==> config.mk <==
export PLATFORM = sky130hd
export DESIGN_NAME = delay_line_ctrl_flat
export DESIGN_NICKNAME = d
export VERILOG_FILES = /design/src/rtl/delay_line_ctrl_if.sv /design/src/rtl/delay_line_ctrl.sv /design/src/flat_wrapper.sv
export SDC_FILE = /design/constraint.sdc
export NUM_CORES = 1
export LEC_CHECK = 0
export ABC_AREA = 1
export CAP_MARGIN = 20
export CORE_AREA = 8 8 92 77
export DETAILED_ROUTE_END_ITERATION = 6
export DIE_AREA = 0 0 100 85
export MAX_ROUTING_LAYER = met4
export PLACE_DENSITY = 0.8
export SYNTH_ARGS = -nofsm -noshare
export SYNTH_HDL_FRONTEND = slang
export SYNTH_SLANG_ARGS = --single-unit
==> constraint.sdc <==
create_clock -name clk -period 1.9 [get_ports clk]
set_input_delay 0.19 -clock clk [delete_from_list [all_inputs] [get_ports clk]]
set_output_delay 0.19 -clock clk [all_outputs]
set_load 0.03 [all_outputs]
==> src/rtl/delay_line_ctrl_if.sv <==
// -----------------------------------------------------------------------------
// delay_line_ctrl_if
// Groups the fetch-side inputs and the delay-line / consumer outputs of
// delay_line_ctrl into one bundle.
//   i_instr        fetched instruction word
//   i_instr_valid  i_instr is valid this cycle
//   i_stall        downstream stall, insert a NOP bubble instead of i_instr
//   i_redirect     control-flow redirect, flush the line
//   o_en           delay line parallel-load enable
//   o_data_en      delay line parallel-load word (always NOP)
//   o_data         delay line serial input word
//   o_accept       i_instr consumed this cycle
//   o_valid        word at the delay line output is valid
//   o_busy         flush or refill in progress
//   o_flush_cnt    saturating count of redirect cycles
// master: the side driving fetch inputs; slave: the controller.
// -----------------------------------------------------------------------------
interface delay_line_ctrl_if #(
    parameter int N = 32
);
    logic [N-1:0] i_instr;
    logic         i_instr_valid;
    logic         i_stall;
    logic         i_redirect;
    logic         o_en;
    logic [N-1:0] o_data_en;
    logic [N-1:0] o_data;
    logic         o_accept;
    logic         o_valid;
    logic         o_busy;
    logic [15:0]  o_flush_cnt;

    modport master (
        output i_instr, i_instr_valid, i_stall, i_redirect,
        input  o_en, o_data_en, o_data, o_accept, o_valid, o_busy, o_flush_cnt
    );

    modport slave (
        input  i_instr, i_instr_valid, i_stall, i_redirect,
        output o_en, o_data_en, o_data, o_accept, o_valid, o_busy, o_flush_cnt
    );
endinterface

==> src/rtl/delay_line_ctrl.sv <==
// -----------------------------------------------------------------------------
// delay_line_ctrl
// Sequencing controller for an M-stage, N-bit instruction delay line. Each
// cycle it chooses what is shifted into the line (a fetched instruction or a
// NOP bubble), pulses the line's parallel-load enable to wipe every stage to
// NOP after reset and on redirect, tracks a valid bit per stage so the
// consumer knows whether the line output is real, and counts redirect cycles.
// Ports:
//   clk    system clock, rising edge
//   rst_n  asynchronous active-low reset
//   bus    delay_line_ctrl_if.slave (fetch inputs, delay line/consumer outputs)
// -----------------------------------------------------------------------------
module delay_line_ctrl #(
    parameter int           M         = 3,
    parameter int           N         = 32,
    parameter logic [N-1:0] NOP       = N'(32'h00000013),
    parameter int           FLUSH_CYC = 2
) (
    input  logic             clk,
    input  logic             rst_n,
    delay_line_ctrl_if.slave bus
);

    localparam int FW = $clog2(FLUSH_CYC + 1);
    localparam int RW = $clog2(M + 1);

    typedef enum logic [1:0] {
        ST_FLUSH,
        ST_REFILL,
        ST_RUN
    } state_t;

    state_t         r_state;
    logic [FW-1:0]  r_flush_left;   // flush cycles remaining, including the current one
    logic [RW-1:0]  r_refill_cnt;
    logic [M-1:0]   r_vsr;          // per-stage valid bits, bit M-1 lines up with the line output
    logic [15:0]    r_flush_cnt;

    logic           w_en;
    logic           w_take;

    // Redirect forces the load enable in the very cycle it is seen, so the
    // line is wiped at the same edge the controller restarts its window.
    assign w_en   = bus.i_redirect | (r_state == ST_FLUSH);
    assign w_take = bus.i_instr_valid & ~bus.i_stall & ~w_en;

    assign bus.o_en        = w_en;
    assign bus.o_data_en   = NOP;
    assign bus.o_data      = w_take ? bus.i_instr : NOP;
    assign bus.o_accept    = w_take;
    assign bus.o_valid     = r_vsr[M-1];
    assign bus.o_busy      = (r_state != ST_RUN) | w_en;
    assign bus.o_flush_cnt = r_flush_cnt;

    always_ff @(posedge clk or negedge rst_n) begin
        if (!rst_n) begin
            r_state      <= ST_FLUSH;
            r_flush_left <= FW'(FLUSH_CYC);
            r_refill_cnt <= '0;
            r_vsr        <= '0;
            r_flush_cnt  <= '0;
        end else begin
            if (bus.i_redirect && (r_flush_cnt != 16'hFFFF)) begin
                r_flush_cnt <= r_flush_cnt + 16'd1;
            end

            if (bus.i_redirect) begin
                // The redirect cycle is the first of the flush window; any
                // window already running is restarted rather than extended.
                r_vsr <= '0;
                if (FLUSH_CYC == 1) begin
                    r_state      <= ST_REFILL;
                    r_refill_cnt <= '0;
                end else begin
                    r_state      <= ST_FLUSH;
                    r_flush_left <= FW'(FLUSH_CYC - 1);
                end
            end else begin
                case (r_state)
                    ST_FLUSH: begin
                        r_vsr <= '0;
                        if (r_flush_left <= FW'(1)) begin
                            r_state      <= ST_REFILL;
                            r_refill_cnt <= '0;
                        end else begin
                            r_flush_left <= r_flush_left - FW'(1);
                        end
                    end
                    ST_REFILL: begin
                        r_vsr <= {r_vsr[M-2:0], w_take};
                        if (r_refill_cnt == RW'(M - 1)) begin
                            r_state <= ST_RUN;
                        end else begin
                            r_refill_cnt <= r_refill_cnt + RW'(1);
                        end
                    end
                    ST_RUN: begin
                        r_vsr <= {r_vsr[M-2:0], w_take};
                    end
                    default: begin
                        r_state      <= ST_FLUSH;
                        r_flush_left <= FW'(FLUSH_CYC);
                        r_vsr        <= '0;
                    end
                endcase
            end
        end
    end

endmodule
==> src/flat_wrapper.sv <==
// flat-port wrapper written by rule: the top's interface ports become plain ports
module delay_line_ctrl_flat 
#(
    parameter int           M         = 3,
    parameter int           N         = 32,
    parameter logic [N-1:0] NOP       = N'(32'h00000013),
    parameter int           FLUSH_CYC = 2
)
  (clk, rst_n, bus_i_instr, bus_i_instr_valid, bus_i_stall, bus_i_redirect, bus_o_en, bus_o_data_en, bus_o_data, bus_o_accept, bus_o_valid, bus_o_busy, bus_o_flush_cnt);
  delay_line_ctrl_if #(.N(N)) bus_i ();
  input  logic clk;
  input  logic rst_n;
  input wire logic [$bits(bus_i.i_instr)-1:0] bus_i_instr;
  input wire logic [$bits(bus_i.i_instr_valid)-1:0] bus_i_instr_valid;
  input wire logic [$bits(bus_i.i_stall)-1:0] bus_i_stall;
  input wire logic [$bits(bus_i.i_redirect)-1:0] bus_i_redirect;
  output wire logic [$bits(bus_i.o_en)-1:0] bus_o_en;
  output wire logic [$bits(bus_i.o_data_en)-1:0] bus_o_data_en;
  output wire logic [$bits(bus_i.o_data)-1:0] bus_o_data;
  output wire logic [$bits(bus_i.o_accept)-1:0] bus_o_accept;
  output wire logic [$bits(bus_i.o_valid)-1:0] bus_o_valid;
  output wire logic [$bits(bus_i.o_busy)-1:0] bus_o_busy;
  output wire logic [$bits(bus_i.o_flush_cnt)-1:0] bus_o_flush_cnt;
  assign bus_i.i_instr = bus_i_instr;
  assign bus_i.i_instr_valid = bus_i_instr_valid;
  assign bus_i.i_stall = bus_i_stall;
  assign bus_i.i_redirect = bus_i_redirect;
  assign bus_o_en = bus_i.o_en;
  assign bus_o_data_en = bus_i.o_data_en;
  assign bus_o_data = bus_i.o_data;
  assign bus_o_accept = bus_i.o_accept;
  assign bus_o_valid = bus_i.o_valid;
  assign bus_o_busy = bus_i.o_busy;
  assign bus_o_flush_cnt = bus_i.o_flush_cnt;
  delay_line_ctrl #(.M(M), .N(N), .NOP(NOP), .FLUSH_CYC(FLUSH_CYC)) u_core (.clk(clk), .rst_n(rst_n), .bus(bus_i));
endmodule
==> run metrics <==
First-pass DRT Iterations 4; violated checks setup timing; initial antenna violation count 0; Starting Density between 30% and 40%; hpwl dp 4870 microns; pwr dens 755 nW/um^2; clock buffer depth 2; nets 470; commonest non-fill, non-tap cells in the layout nand2_1, inv_1, clkdlybuf4s50_1, buf_6, conb_1; max frequency 484 MHz; Design Power 2.55 mW; worst setup margin -0.168 ns; die area 8500 sq um; crit path time final 2.07 ns; critical path fanouts, max 7; ys async rst share 100%; fraction of layout cells with a size suffix above 1 roughly 28%; Area contributors post-synth dfrtp_1, nand2_1, buf_4; flops & latches, synth 25; worst min-delay path category in2async; worst skew pair latency 0.28 ns; CP Capture Type output pin; # H-tree levels 1; core area 5690 sq um; Starting DRT DRC Count 71; total wire length roughly 6600 microns; Yosys warnings 0; CP arrival 1.88 ns; vias in the first global route between 2000 and 2500; final cell count without fillers 507; post-synthesis cell area around 2100 sq um; Placed Cells slightly below 500; count of final hold-check violations 0; RSZ-0062 raised after global routing yes; gr ovfl total 0; ant diodes 0; routability cong. 0.861; sequential area share after synthesis between 20% and 30%; Multi-input gate area around 1300 sq um; maximum vdd drop 0.412 mV; most common cell after layout, fill and taps aside nand2_1; CTS Root Cell clkbuf_8; total negative setup slack -2.95 ns; Setup CP Type reg2out; R2R setup slack 0.17 ns; area leader, netlist dfrtp_1; number of distinct library cells after synthesis 29; clk_skew slightly above 0.004 ns; clock slew at the register clock pins of the worst setup and hold paths 0.10 ns; Syn Area/Cell 6.61 sq um; status complete, but fails checks; register area approximately 630 sq um; largest net degree at the start of global routing 26; Critical Path RT 1.71 ns; CTS tree done; most used flip-flop cell after synthesis dfrtp_1; Tcrit/Tclk final 109%; vias per std cell 4.35; Post-synth EDFFs 0; Layout fillers 483; Chip Height 85 microns; # IOs around 120; Mapped Cells roughly 320; clk sinks 25; antenna-violating nets left 0; P_leak approximately 1.7 nW; gr usage total between 15 and 20%; DR vias 2206; # rows 25; Max-Cap Viols 0; DRC viols 0; wire per inst 13.0 microns; pre-CTS WS about 0.09 ns; chip width about 100 microns; CP startpoint kind flop; IO buf count 88; CTS buffer count 3; Final Max Tran Viols 0; Yosys top cell area share about 28%; Setup violations, final 32; Synth-to-Final Area Change 59.3%; global-route wire length before repair 10700 microns
## cell families (layout without fill, tap and decap cells)
family	count (synthesis)	count (layout)	synth area share, %
xor+xnor	3	3	1.24
buf+inv	102	177	24.2
flops	25	25	29.5
compound gates	16	16	4.60
fa+ha+maj	6	6	3.54
simple gates	167	167	36.5
other cells	2	32	0.354
## power breakdown
group | internal, mW | switching [mW] | leakage (nW) | total [mW]
Combinational | 0.616 | 0.853 | 1.33 | 1.47
Clock | 0.147 | 0.189 | 0.0255 | 0.336
Sequential | 0.641 | 0.104 | 0.322 | 0.744
## cells in the mapped netlist (2+ instances only)
library cell,number
buf_2,3
ha_1,6
dfrtp_1,24
conb_1,2
buf_4,32
or2_1,3
nand2_2,8
nor2_2,7
o21ai_2,2
nor2_4,4
inv_1,61
inv_2,5
nand4_1,8
nor2_1,50
nand2_1,73
nand3_1,10
o21ai_0,10
xor2_1,2
## final timing paths
check	depth (start not counted)	startpoint	to
max in group asynchronous	2	rst_n	u_core.r_flush_left[1]$_DFFE_PN1P_
worst max-delay path	8	u_core.r_state[1]$_DFFE_PN0P_	bus_o_data[25]
min in group clk	2	u_core.r_vsr[0]$_DFF_PN0_	u_core.r_vsr[1]$_DFF_PN0_
worst min-delay path	2	rst_n	u_core.bus.o_flush_cnt[14]$_DFFE_PN0P_
worst max register to register	9	u_core.r_state[1]$_DFFE_PN0P_	u_core.r_vsr[0]$_DFF_PN0_
worst min register to register	2	u_core.r_vsr[0]$_DFF_PN0_	u_core.r_vsr[1]$_DFF_PN0_
## worst max-delay path, cell delays in order, from the launching register on
cell        delay (ns)
dfrtp_1           0.38
inv_2             0.06
ha_4              0.17
nor2_4            0.09
inv_2             0.05
nor3_4            0.25
clkinvlp_4        0.28
nor2_4            0.17
buf_6             0.14
## final cells by class
| cell class | count | area share (%) |
|---|---|---|
| multi-input combinational | 224 | 37.2 |
| timing repair buffer | 106 | 32.2 |
| sequential | 25 | 18.5 |
| inverter | 66 | 7.40 |
| tap | 81 | 3.00 |
| clock buffer | 3 | 1.22 |
| timing repair inverter | 1 | 0.222 |
| clock inverter | 1 | 0.148 |
## sequential cells by signal, summed over array words and instances, names as in the netlist
name and cells:
u_core.bus.o_flush_cnt 16, u_core.r_vsr 3, u_core.r_flush_left 2, u_core.r_refill_cnt 2, u_core.r_state 2
## timing repair
item | in CTS | in global routing
pin swaps | 4 | 1
setup buffers | 10 | 3
gates resized for setup | 49 | 9
setup endpoints to repair | 32 | 32
hold buffers | 0 | 0
gates cloned | 1 | 0
## metrics by stage
stage	cell area, sq um	hold WS [ns]	util (%)
3_5_place_dp	3000	0.471	52.7
6_report	3380	0.268	59.4
5_1_grt	3380	0.299	59.4
3_3_place_gp	3000	0.459	52.7
2_1_floorplan	2310	-0.106	-
4_1_cts	3320	0.283	58.3
## metal layers
layer	global-route usage, %	share of wire, %	up-vias
met4	2.33	1.0	0
met1	17.4	41	1015
met3	6.79	9.9	8
li1	-	-	1091
met2	25.2	48	92
met5	-	0	-
Power figures use the tool's default switching activity.
